### src/rtl/sram_bank.sv
// Single-port SRAM with byte enables, registered read + valid strobe, and a post-reset clear sweep.
// Optional per-byte even parity with error injection under SRAM_BANK_PARITY_EN.
module sram_bank #(
  parameter int DW    = 16,
  parameter int DEPTH = 16,
  parameter int AW    = 4
) (
  input  logic            clk,
  input  logic            rst,
  input  logic            req,
  input  logic            we,
  input  logic [DW/8-1:0] be,
  input  logic [AW-1:0]   addr,
  input  logic [DW-1:0]   wdata,
`ifdef SRAM_BANK_PARITY_EN
  input  logic            err_inj,
  output logic            perr,
`endif
  output logic            ready,
  output logic            rvalid,
  output logic [DW-1:0]   rdata,
  output logic            init_done
);

  localparam int NB = DW / 8;
  localparam logic [0:0] S_CLEAR = 1'b0;
  localparam logic [0:0] S_READY = 1'b1;
  localparam logic [AW-1:0] LAST    = AW'(DEPTH - 1);
  localparam logic [AW:0]   DEPTH_X = (AW + 1)'(DEPTH);

  logic [0:0]    state;
  logic [AW-1:0] cnt;
  logic [DW-1:0] mem [DEPTH];
  logic          in_range;
  logic          acc;
  logic          wr_en;
  logic          rd_en;

  assign in_range  = ({1'b0, addr} < DEPTH_X);
  assign acc       = (state == S_READY) && req;
  assign wr_en     = acc && we && in_range;
  assign rd_en     = acc && !we;
  assign ready     = (state == S_READY);
  assign init_done = (state == S_READY);

  // Array has no reset; only the clear sweep zeroes it.
  always_ff @(posedge clk) begin
    if (!rst) begin
      if (state == S_CLEAR) begin
        mem[cnt] <= '0;
      end else if (wr_en) begin
        for (int i = 0; i < NB; i++) begin
          if (be[i]) mem[addr][8*i +: 8] <= wdata[8*i +: 8];
        end
      end
    end
  end

`ifdef SRAM_BANK_PARITY_EN
  logic [NB-1:0] par_mem [DEPTH];
  logic          mism;

  always_ff @(posedge clk) begin
    if (!rst) begin
      if (state == S_CLEAR) begin
        par_mem[cnt] <= '0;
      end else if (wr_en) begin
        for (int i = 0; i < NB; i++) begin
          if (be[i]) par_mem[addr][i] <= (^wdata[8*i +: 8]) ^ err_inj;
        end
      end
    end
  end

  always_comb begin
    mism = 1'b0;
    for (int i = 0; i < NB; i++) begin
      mism = mism | ((^mem[addr][8*i +: 8]) != par_mem[addr][i]);
    end
  end

  always_ff @(posedge clk or posedge rst) begin
    if (rst) perr <= 1'b0;
    else     perr <= rd_en && in_range && mism;
  end
`endif

  always_ff @(posedge clk or posedge rst) begin
    if (rst) begin
      state  <= S_CLEAR;
      cnt    <= '0;
      rvalid <= 1'b0;
      rdata  <= '0;
    end else begin
      if (state == S_CLEAR) begin
        cnt <= cnt + 1'b1;
        if (cnt == LAST) state <= S_READY;
      end
      rvalid <= rd_en;
      if (rd_en) rdata <= in_range ? mem[addr] : '0;
    end
  end

endmodule

### config.mk
export PLATFORM = sky130hd
export DESIGN_NAME = sram_bank
export DESIGN_NICKNAME = d
export VERILOG_FILES = /design/src/rtl/sram_bank.sv
export SDC_FILE = /design/constraint.sdc
export NUM_CORES = 1
export LEC_CHECK = 0
export ABC_AREA = 0
export CAP_MARGIN = 20
export CORE_MARGIN = 2
export CORE_UTILIZATION = 33
export CTS_CLUSTER_DIAMETER = 40
export DETAILED_ROUTE_END_ITERATION = 12
export GPL_TIMING_DRIVEN = 0
export PLACE_DENSITY = 0.57
export SLEW_MARGIN = 10
export SYNTH_ARGS = -nofsm -noshare
export SYNTH_HDL_FRONTEND = slang
export SYNTH_SLANG_ARGS = --single-unit
### constraint.sdc
create_clock -name clk -period 3.2 [get_ports clk]
set_input_delay 0.48 -clock clk [delete_from_list [all_inputs] [get_ports clk]]
set_output_delay 0.48 -clock clk [all_outputs]
set_load 0.1 [all_outputs]
==> metrics.txt <==
initial core utilization 33.4%; Via Count 5,829; Place WS -0.113 ns; gpl congestion around 0.8; grt ovf 0; min cycle time layout approximately 2.8 ns; antenna violations before repair 0; clk buf depth 3; synth cell count leaders edfxtp_1, mux2i_1, nor2_1, mux4_2; global-route wire length before repair 39,200 um; synthesized area per cell 19.4 um2; Pwr per Cell Area roughly 600 nW/um2; ys async rst share 7.91%; arrival time worst endpoint 2.94 ns; WL per Instance 23.9 um; Synth cell types 42; EDFF count, synth between 200 and 300; Reg2Reg Depth 5; Leakage around 4.8 nW; CP Data Required Time 3.37 ns; critical path's largest stage delay 0.83 ns; largest net degree at the start of global routing 23; Crit. End Element register; Max Cap Violations 0; Primary FF master, synth edfxtp_1; vias in the first global route 6,070; CTS sink cnt 278; CTS root buffer clkbuf_16; vias per cell approximately 5.2; Power Total 7.90 mW; # Post-CTS Setup Buffers 0; Port Buffers 40; chip height 188 um; clk_lat worst skew about 0.56 ns; dominant cells by area after synthesis edfxtp_1, mux4_2, mux4_1, dfrtp_1, mux2i_1; share of the synthesized area in the top cell type between 60 and 70%; crit path max-delay cell type nor2_1; worst setup path class in -> reg; Top Metal Used met4; Die Wd 188 um; drt total wl 26,800 um; HPWL after DPL 17,700 um; core area 33,400 um2; die area 35,300 um2; Post-CTS Hold Buffers 0; DRC Markers 0; critical path cell sequence clkdlybuf4s50_1, or2_2, clkbuf_1, a21oi_1, o21ai_1, nor2_1; Final Hold Violating Endpoints 0; Detailed Routing Iterations Pass 1 5; Setup WS post-layout 0.433 ns; Nets 675; final worst path period share 86.5%; metal3 WL 1340 um; post-synth net total 603; register area share after synthesis 73.9%; maximum VDD drop 0.000347 V; Synth Cell Area 11,200 um2; Yosys Warn Count 0; # resized after CTS 0; #FFs+latches synth about 280; Syn-to-layout area delta 17.3%; Final ANT Viol Nets 0; Met1 Wirelength 11,100 um; Setup Viol. Count Final 0; Fmax 361 MHz; met2 WL 13,800 um; most frequent cell after synthesis edfxtp_1; outcome finished, final reports clean; iteration-0 DRC count of the detailed router 476; Yosys top cell by area edfxtp_1; max_slew headroom 29.6%; Gate Count Post-Synth 576; clk slew on worst S/H paths ~0.06 ns; Num CTS Buffers 29; RSZ-0062 raised after global routing false; CTS tree yes; Final Slew Violations 0; Startpoint Class primary input; H-tree depth 1; Rows 67; actual transition at the worst max-transition pin 1.05 ns; Overall Global Routing Usage 15.1%; min-delay worst type in -> async; ant diodes 0; IO Count 45; Crit Path Max Fanout 10; Setup Skew between 0.02 and 0.025 ns; layout cell share with drive strength beyond 1 16.4%
-- metrics by stage --
| stage | cells | setup TNS (ns) | instance area (um2) | util, % | hold WS [ns] |
|---|---|---|---|---|---|
| global route | 1119 | 0 | 13100 | 39.2 | 0.290 |
| detailed placement | 1064 | -2.00 | 12100 | 36.3 | 0.505 |
| global placement | 1064 | -0.234 | 12100 | 36.3 | 0.503 |
| finish | 1119 | 0 | 13100 | 39.2 | 0.270 |
| CTS | 1118 | 0 | 13100 | 39.1 | 0.470 |
| floorplan | 576 | 0 | 11200 | - | 0.469 |
-- per-layer routing --
| metal | track usage (%) | vias to the layer above |
|---|---|---|
| li1 | - | 2506 |
| met1 | 19.2 | 3097 |
| met2 | 26.8 | 181 |
| met3 | 1.98 | 45 |
| met4 | 4.72 | 0 |
| met5 | 0 | - |
-- final timing paths --
path / start / end / slack [ns]
setup / recovery: be[0] / mem[8][5] / 0.43
hold / removal: rst / cnt[2] / 0.27
setup reg to reg: init_done / mem[0][9] / 0.48
hold reg to reg: rdata[11] / rdata[11] / 0.51
max in group asynchronous: rst / rdata[10] / 2.49
min in group clk: addr[1] / rdata[6] / 0.47
-- kinds of logic after synthesis --
kind of cell               synth area share, %
xor gates and xnor gates                 0.236
and+or+nand+nor                           4.44
buffers and inverters                     2.26
adders and majority gates                0.112
muxes                                     15.0
AOI/OAI and AO/OA                         4.06
DFF                                       73.9
-- worst max-delay path, delay by kind of cell --
kind	cells	cell delay, ns
AND/OR/NAND/NOR	2	1.18
AO/OA/AOI/OAI	2	0.50
buffers and inverters	2	0.77
-- area by class of cell --
type	instances	area (um2)
buffer	34	240
clock buffer	33	741
clock inverter	21	204
fill	3075	20300
inverter	3	11.3
multi-input combinational	261	2660
sequential	278	8240
tap	448	561
timing repair buffer	41	428
-- placed cells by master, fill, tap and decap left out, types with 16 or more instances in the layout --
cell type        netlist  layout
clkdlybuf4s50_1        0      40
dfrtp_1               22      22
edfxtp_1             256     256
clkbuf_16              0      29
o21ai_1               20      20
mux4_2                26      26
nand2_1               18      18
mux2i_1               50      50
and3_1                16      16
o211ai_1              16      16
mux4_1                22      22
a221oi_1              16      16
nor2_1                34      34
-- report_power, final --
group | switching, mW | total (mW) | internal, mW | leakage, nW
sequential | 0.0211 | 3.99 | 3.96 | 3.00
clock | 1.39 | 3.31 | 1.92 | 0.455
combinational | 0.426 | 0.608 | 0.182 | 1.36
total | 1.84 | 7.90 | 6.07 | 4.82
-- sequential cells by signal, summed over array words and instances, names as in the netlist --
register,flops
rdata,16
init_done,1
rvalid,1
cnt,4
mem,256
Power figures use the tool's default switching activity.
